## src/rtl/mm_seq_ctrl_pkg.sv

```systemverilog
// Shared types and helpers for the matrix-multiply sequencer.
// Provides the state enum and a width helper that never returns zero.
package mm_pkg;

  typedef enum logic [2:0] {
    IDLE,
    LOAD,
    AWAIT,
    MAC,
    STORE,
    CWAIT,
    FIN,
    ERR
  } state_e;

  // A dimension of 1 still needs a 1-bit index so the ports stay legal.
  function automatic int idx_w(input int n);
    return (n > 1) ? $clog2(n) : 1;
  endfunction

endpackage

```

## src/rtl/mm_seq_ctrl_if.sv

```systemverilog
// Sequencer <-> datapath bus: PIPO load strobes, addresses, MAC controls and done returns.
// The sequencer uses the master modport; the datapath side uses the slave modport.
interface mm_seq_ctrl_if #(
  parameter int M = 2,
  parameter int K = 2,
  parameter int N = 2
);

  localparam int AW = mm_pkg::idx_w(M * K);
  localparam int BW = mm_pkg::idx_w(K * N);
  localparam int CW = mm_pkg::idx_w(M * N);

  logic          ld_a;
  logic          ld_b;
  logic [AW-1:0] a_addr;
  logic [BW-1:0] b_addr;
  logic          mac_en;
  logic          mac_clr;
  logic          st_c;
  logic [CW-1:0] c_addr;
  logic          a_done;
  logic          b_done;
  logic          c_done;

  modport master (
    output ld_a, ld_b, a_addr, b_addr, mac_en, mac_clr, st_c, c_addr,
    input  a_done, b_done, c_done
  );

  modport slave (
    input  ld_a, ld_b, a_addr, b_addr, mac_en, mac_clr, st_c, c_addr,
    output a_done, b_done, c_done
  );

endinterface

```

## src/rtl/mm_seq_ctrl_idx_counter.sv

```systemverilog
// Nested k (inner), j (column), i (row) index counter for the multiply sequencer.
// k wraps on its own; j and i advance together once a C element has been stored.
module mm_idx_counter
  import mm_pkg::*;
#(
  parameter int M  = 2,
  parameter int K  = 2,
  parameter int N  = 2,
  parameter int IW = idx_w(M),
  parameter int JW = idx_w(N),
  parameter int KW = idx_w(K)
) (
  input  logic          clk,
  input  logic          reset,
  input  logic          clr,
  input  logic          inc_k,
  input  logic          inc_ij,
  output logic [IW-1:0] i_q,
  output logic [JW-1:0] j_q,
  output logic [KW-1:0] k_q,
  output logic          last_k,
  output logic          last_elem
);

  logic [IW-1:0] i_d;
  logic [JW-1:0] j_d;
  logic [KW-1:0] k_d;
  logic          last_i;
  logic          last_j;

  assign last_k    = (k_q == KW'(K - 1));
  assign last_j    = (j_q == JW'(N - 1));
  assign last_i    = (i_q == IW'(M - 1));
  assign last_elem = last_i && last_j;

  always_comb begin
    i_d = i_q;
    j_d = j_q;
    k_d = k_q;
    if (clr) begin
      i_d = '0;
      j_d = '0;
      k_d = '0;
    end else begin
      if (inc_k) begin
        k_d = last_k ? '0 : k_q + 1'b1;
      end
      if (inc_ij) begin
        if (last_j) begin
          j_d = '0;
          i_d = last_i ? '0 : i_q + 1'b1;
        end else begin
          j_d = j_q + 1'b1;
        end
      end
    end
  end

  always_ff @(posedge clk or negedge reset) begin
    if (!reset) begin
      i_q <= '0;
      j_q <= '0;
      k_q <= '0;
    end else begin
      i_q <= i_d;
      j_q <= j_d;
      k_q <= k_d;
    end
  end

endmodule

```

## src/rtl/mm_seq_ctrl.sv

```systemverilog
// Sequencer for one matrix multiply C = A x B: drives the A/B/C PIPOs and the MAC unit.
// All outputs decode from registered state, indices and held addresses only.
module mm_seq_ctrl
  import mm_pkg::*;
#(
  parameter int M       = 2,
  parameter int K       = 2,
  parameter int N       = 2,
  parameter int TIMEOUT = 16
) (
  input  logic          clk,
  input  logic          reset,
  input  logic          start,
  mm_seq_ctrl_if.master dp,
  output logic          busy,
  output logic          done,
  output logic          err
);

  localparam int IW = idx_w(M);
  localparam int JW = idx_w(N);
  localparam int KW = idx_w(K);
  localparam int AW = idx_w(M * K);
  localparam int BW = idx_w(K * N);
  localparam int CW = idx_w(M * N);
  localparam int TW = idx_w(TIMEOUT + 1);

  state_e        state_q, state_d;
  logic [TW-1:0] wait_q, wait_d, wait_inc;
  logic          flag_a_q, flag_a_d, flag_b_q, flag_b_d;
  logic          a_seen, b_seen;
  logic [AW-1:0] a_hold_q, a_hold_d, a_calc;
  logic [BW-1:0] b_hold_q, b_hold_d, b_calc;
  logic [CW-1:0] c_hold_q, c_hold_d, c_calc;
  logic [IW-1:0] i_q;
  logic [JW-1:0] j_q;
  logic [KW-1:0] k_q;
  logic          idx_clr, inc_k, inc_ij, last_k, last_elem;

  mm_idx_counter #(
    .M (M),
    .K (K),
    .N (N)
  ) u_idx (
    .clk       (clk),
    .reset     (reset),
    .clr       (idx_clr),
    .inc_k     (inc_k),
    .inc_ij    (inc_ij),
    .i_q       (i_q),
    .j_q       (j_q),
    .k_q       (k_q),
    .last_k    (last_k),
    .last_elem (last_elem)
  );

  assign a_calc   = AW'(int'(i_q) * K + int'(k_q));
  assign b_calc   = BW'(int'(k_q) * N + int'(j_q));
  assign c_calc   = CW'(int'(i_q) * N + int'(j_q));
  assign wait_inc = wait_q + 1'b1;
  assign a_seen   = flag_a_q | dp.a_done;
  assign b_seen   = flag_b_q | dp.b_done;

  // A done seen on the cycle the wait count reaches TIMEOUT still wins over ERR.
  always_comb begin
    state_d  = state_q;
    wait_d   = wait_q;
    flag_a_d = flag_a_q;
    flag_b_d = flag_b_q;
    a_hold_d = a_hold_q;
    b_hold_d = b_hold_q;
    c_hold_d = c_hold_q;
    idx_clr  = 1'b0;
    inc_k    = 1'b0;
    inc_ij   = 1'b0;
    case (state_q)
      IDLE, ERR: begin
        if (start) begin
          state_d = LOAD;
          idx_clr = 1'b1;
        end
      end
      LOAD: begin
        state_d  = AWAIT;
        wait_d   = '0;
        flag_a_d = 1'b0;
        flag_b_d = 1'b0;
        a_hold_d = a_calc;
        b_hold_d = b_calc;
      end
      AWAIT: begin
        flag_a_d = a_seen;
        flag_b_d = b_seen;
        if (a_seen && b_seen) begin
          state_d = MAC;
        end else if (wait_inc == TW'(TIMEOUT)) begin
          state_d = ERR;
        end else begin
          wait_d = wait_inc;
        end
      end
      MAC: begin
        flag_a_d = 1'b0;
        flag_b_d = 1'b0;
        inc_k    = 1'b1;
        state_d  = last_k ? STORE : LOAD;
      end
      STORE: begin
        state_d  = CWAIT;
        wait_d   = '0;
        c_hold_d = c_calc;
      end
      CWAIT: begin
        if (dp.c_done) begin
          inc_ij  = 1'b1;
          state_d = last_elem ? FIN : LOAD;
        end else if (wait_inc == TW'(TIMEOUT)) begin
          state_d = ERR;
        end else begin
          wait_d = wait_inc;
        end
      end
      FIN: begin
        state_d = IDLE;
      end
      default: begin
        state_d = IDLE;
      end
    endcase
  end

  always_ff @(posedge clk or negedge reset) begin
    if (!reset) begin
      state_q  <= IDLE;
      wait_q   <= '0;
      flag_a_q <= 1'b0;
      flag_b_q <= 1'b0;
      a_hold_q <= '0;
      b_hold_q <= '0;
      c_hold_q <= '0;
    end else begin
      state_q  <= state_d;
      wait_q   <= wait_d;
      flag_a_q <= flag_a_d;
      flag_b_q <= flag_b_d;
      a_hold_q <= a_hold_d;
      b_hold_q <= b_hold_d;
      c_hold_q <= c_hold_d;
    end
  end

  // Addresses show the live index during the strobe and the captured copy afterwards.
  assign dp.a_addr  = (state_q == LOAD)  ? a_calc : a_hold_q;
  assign dp.b_addr  = (state_q == LOAD)  ? b_calc : b_hold_q;
  assign dp.c_addr  = (state_q == STORE) ? c_calc : c_hold_q;
  assign dp.ld_a    = (state_q == LOAD);
  assign dp.ld_b    = (state_q == LOAD);
  assign dp.mac_en  = (state_q == MAC);
  assign dp.mac_clr = (state_q == MAC) && (k_q == '0);
  assign dp.st_c    = (state_q == STORE);
  assign done       = (state_q == FIN);
  assign err        = (state_q == ERR);
  assign busy       = (state_q != IDLE) && (state_q != ERR);

endmodule

```

## src/flat_wrapper.sv

```systemverilog
// flat-port wrapper written by rule: the top's interface ports become plain ports
module mm_seq_ctrl_flat import mm_pkg::*;
#(
  parameter int M       = 2,
  parameter int K       = 2,
  parameter int N       = 2,
  parameter int TIMEOUT = 16
)
  (clk, reset, start, busy, done, err, dp_ld_a, dp_ld_b, dp_a_addr, dp_b_addr, dp_mac_en, dp_mac_clr, dp_st_c, dp_c_addr, dp_a_done, dp_b_done, dp_c_done);
  mm_seq_ctrl_if #(.M(M), .K(K), .N(N)) dp_i ();
  input  logic clk;
  input  logic reset;
  input  logic start;
  output logic busy;
  output logic done;
  output logic err;
  output wire logic [$bits(dp_i.ld_a)-1:0] dp_ld_a;
  output wire logic [$bits(dp_i.ld_b)-1:0] dp_ld_b;
  output wire logic [$bits(dp_i.a_addr)-1:0] dp_a_addr;
  output wire logic [$bits(dp_i.b_addr)-1:0] dp_b_addr;
  output wire logic [$bits(dp_i.mac_en)-1:0] dp_mac_en;
  output wire logic [$bits(dp_i.mac_clr)-1:0] dp_mac_clr;
  output wire logic [$bits(dp_i.st_c)-1:0] dp_st_c;
  output wire logic [$bits(dp_i.c_addr)-1:0] dp_c_addr;
  input wire logic [$bits(dp_i.a_done)-1:0] dp_a_done;
  input wire logic [$bits(dp_i.b_done)-1:0] dp_b_done;
  input wire logic [$bits(dp_i.c_done)-1:0] dp_c_done;
  assign dp_ld_a = dp_i.ld_a;
  assign dp_ld_b = dp_i.ld_b;
  assign dp_a_addr = dp_i.a_addr;
  assign dp_b_addr = dp_i.b_addr;
  assign dp_mac_en = dp_i.mac_en;
  assign dp_mac_clr = dp_i.mac_clr;
  assign dp_st_c = dp_i.st_c;
  assign dp_c_addr = dp_i.c_addr;
  assign dp_i.a_done = dp_a_done;
  assign dp_i.b_done = dp_b_done;
  assign dp_i.c_done = dp_c_done;
  mm_seq_ctrl #(.M(M), .K(K), .N(N), .TIMEOUT(TIMEOUT)) u_core (.clk(clk), .reset(reset), .start(start), .dp(dp_i), .busy(busy), .done(done), .err(err));
endmodule
```

## config.mk

```make
export PLATFORM = sky130hd
export DESIGN_NAME = mm_seq_ctrl_flat
export DESIGN_NICKNAME = d
export VERILOG_FILES = /design/src/rtl/mm_seq_ctrl_pkg.sv /design/src/rtl/mm_seq_ctrl_if.sv /design/src/rtl/mm_seq_ctrl_idx_counter.sv /design/src/rtl/mm_seq_ctrl.sv /design/src/flat_wrapper.sv
export SDC_FILE = /design/constraint.sdc
export NUM_CORES = 1
export LEC_CHECK = 0
export BUFFER_PORTS_ARGS = -buffer_cell sky130_fd_sc_hd__buf_2
export CAP_MARGIN = 20
export CORE_MARGIN = 5
export CORE_UTILIZATION = 54
export DETAILED_ROUTE_END_ITERATION = 8
export PLACE_DENSITY = 0.8
export SLEW_MARGIN = 0
export SYNTH_ARGS = -nofsm -noshare
export SYNTH_HDL_FRONTEND = slang
export SYNTH_SLANG_ARGS = --single-unit
```

## constraint.sdc

```tcl
create_clock -name clk -period 2.4 [get_ports clk]
set_clock_uncertainty 0.2 [all_clocks]
set_input_delay 0.72 -clock clk [delete_from_list [all_inputs] [get_ports clk]]
set_output_delay 0.72 -clock clk [all_outputs]
set_load 0.03 [all_outputs]
```

==> flow_summary.json <==
{
  "start_util_pct": 56.7,
  "tightest_slew_ns": 0.423,
  "synth-edff-count": 0,
  "rows": 16,
  "dpl-instance-area_um2": 1260,
  "worstPathArrival_ns": 1.61,
  "h-tree-depth": 1,
  "powerDensity_nw_per_um2": 1520,
  "final_cell_mix": "dfrtp_1, buf_4, nor2_1, buf_6, nand3_1",
  "ys.warnings.count": 0,
  "core_area_um2": 1960,
  "synthDistinctLibCells": 40,
  "cts_tree": "done",
  "hold_violations": 0,
  "drc": 0,
  "r2r_cells": 8,
  "ir_drop_mv": 1.17,
  "critPathLaunchType": "register",
  "yosysSeqAreaShare_pct": 42.7,
  "fin_crit_sh_pct": 105,
  "firstDrtPassIters": 4,
  "cts.path.max_buffers": 2,
  "crit_start": "u_core.state_q[1]",
  "setup_ws_ns": -0.128,
  "critPathKind": "register to output port",
  "io_pins": 20,
  "max_cap_violations": 0,
  "antenna_cells": 0,
  "postSynthCellCount": 114,
  "syn_avg_cell_area_um2": 9.76,
  "timing.rr.start": "u_core.state_q[2]",
  "fmax_mhz": 396,
  "wl_per_cell_um": 16.1,
  "antenna_found_initial": 0,
  "synth_fp_nets": 121,
  "violations": "negative setup slack",
  "slew_viol_final": 0,
  "grt_setup_unrepaired": "true",
  "num-fill-cells": 139,
  "grt-ovfl-total": 0,
  "status": "complete, but fails checks",
  "routed_wl_um": 2820,
  "critPathMaxFanout": 3,
  "hpwl_um": 1740,
  "cts.clk_slew.worst_paths_ns": 0.10,
  "grtUsageTotal_pct": 18.8,
  "min_period_ns": 2.53,
  "ys_seq_elements": 19,
  "gp_congestion": 0.880,
  "numPortBuffers": 19,
  "drive_gt1_share_pct": 40.5,
  "die_w_um": 55.4,
  "grt_max_degree": 20,
  "final_common_cell": "dfrtp_1",
  "grt_pass1_vias": 996,
  "drtIter0Drc": 52,
  "fin_tns_setup_ns": -0.845,
  "hp-class": "input pin to asynchronous set/reset pin",
  "crit_required_ns": 1.48,
  "die_y_um": 55.4,
  "synthArstFlopShare_pct": 100,
  "cts_buffers": 3,
  "worstSetupEndpointType": "output port",
  "setup_viol": 9,
  "cts.sinks": 19,
  "placed_cells": 161,
  "final_cells": 175,
  "grt_pass1_wl_um": 4710,
  "area_growth_pct": 32.3,
  "dieArea_um2": 3070,
  "via_per_inst": 6.07,
  "postRouteAntennaNets": 0,
  "p_leak_uw": 0.000682,
  "num_vias": 1062,
  "netlist_area_um2": 1110,
  "cts-root-buf": "clkbuf_4",
  "clock_latency_ns": 0.30,
  "relSlewSlack_pct": 71.8,
  "layout.nets": 156,
  "total_power_uw": 2240,
  "design_area_um2": 1470,
  "synth_flop_cell": "dfrtp_1"
}
## synthesized netlist by cell type (all sizes together), types with 2 or more instances
library cell	n	area share, %
dfrtp	19	43
o21ai	6	2.7
o211ai	2	2.2
nand3	9	4.0
and3	2	1.1
o2bb2ai	2	1.6
or3	2	1.1
a31oi	3	1.7
o31ai	2	2.6
nor3	2	0.90
nor2b	4	2.9
mux2	7	7.4
and2	2	1.6
a21oi	5	2.6
a211oi	4	3.1
nand2	8	2.7
nor2	16	5.6
buf	5	3.3
## stage by stage
| step | utilization [%] | setup WS (ns) | hold WS (ns) |
|---|---|---|---|
| final | 75.0 | -0.128 | 0.137 |
| after global routing | 75.0 | -0.212 | 0.161 |
| after CTS | 72.0 | -0.153 | 0.154 |
| after detailed placement | 64.2 | 0.105 | 0.284 |
| after global placement | 64.2 | 0.124 | 0.278 |
| after floorplan | - | 0.0209 | 0.224 |
## path summary, 6_finish.rpt
path                                           end  slack (ns)
worst max-delay path                  dp_c_addr[1]       -0.13
worst min-delay path             u_core.state_q[0]        0.14
worst max register to register    u_core.wait_q[0]        0.19
worst min register to register     u_core.flag_b_q        0.32
max in group asynchronous       u_core.a_hold_q[1]        1.56
min in group clk                   u_core.flag_b_q        0.32
## cell families (layout without fill, tap and decap cells)
group                      Yosys count  count (layout)  share of synthesized area (%)
muxes                                8               8                           8.32
and+or+nand+nor                     50              50                           23.8
adders and majority gates            1               1                           1.12
buffers and inverters                7              41                           3.94
AOI/OAI and AO/OA                   29              29                           20.0
DFF                                 19              19                           42.7
## layer usage
layer	wire [um]	part of all wire, %	vias up	track usage (%)
met5	0	0	-	0
met3	203	7.2	13	3.26
met1	1120	40	518	25.1
li1	-	-	481	-
met2	1430	51	50	30.7
met4	68	2.4	0	6.25
## timing repair
action | in CTS | in global routing
resized for setup | 23 | 12
hold buffers | 0 | 0
buffers inserted | 7 | 3
endpoints found under the setup margin | 6 | 12
pin swaps | 1 | 1
## registers in the layout, indices dropped and copies added (netlist names)
| name | count |
|---|---|
| u_core.wait_q | 5 |
| u_core.state_q | 3 |
| u_core.a_hold_q | 2 |
| u_core.b_hold_q | 2 |
| u_core.c_hold_q | 2 |
| u_core.flag_a_q | 1 |
| u_core.flag_b_q | 1 |
| u_core.u_idx.i_q | 1 |
| u_core.u_idx.j_q | 1 |
| u_core.u_idx.k_q | 1 |
## report_power, final
part	internal, uW	switching (uW)	leakage [uW]
Clock	64.8	95.4	0.0000150
Sequential	436	100	0.000245
Combinational	718	825	0.000422
## layout make-up
type	count	area (um^2)	area share, %
Timing Repair Buffer	36	290	19.7
Inverter	1	3.75	0.255
Multi-Input combinational cell	88	642	43.6
Tap cell	27	33.8	2.30
Clock buffer	4	26.3	1.79
Sequential cell	19	475	32.3
## critical path, stage by stage (launching register included)
cell,delay (ns)
dfrtp_1,0.41
or2b_1,0.28
nor2_4,0.14
mux2_4,0.33
buf_6,0.14
No activity file was read; power rests on OpenSTA's default activity.
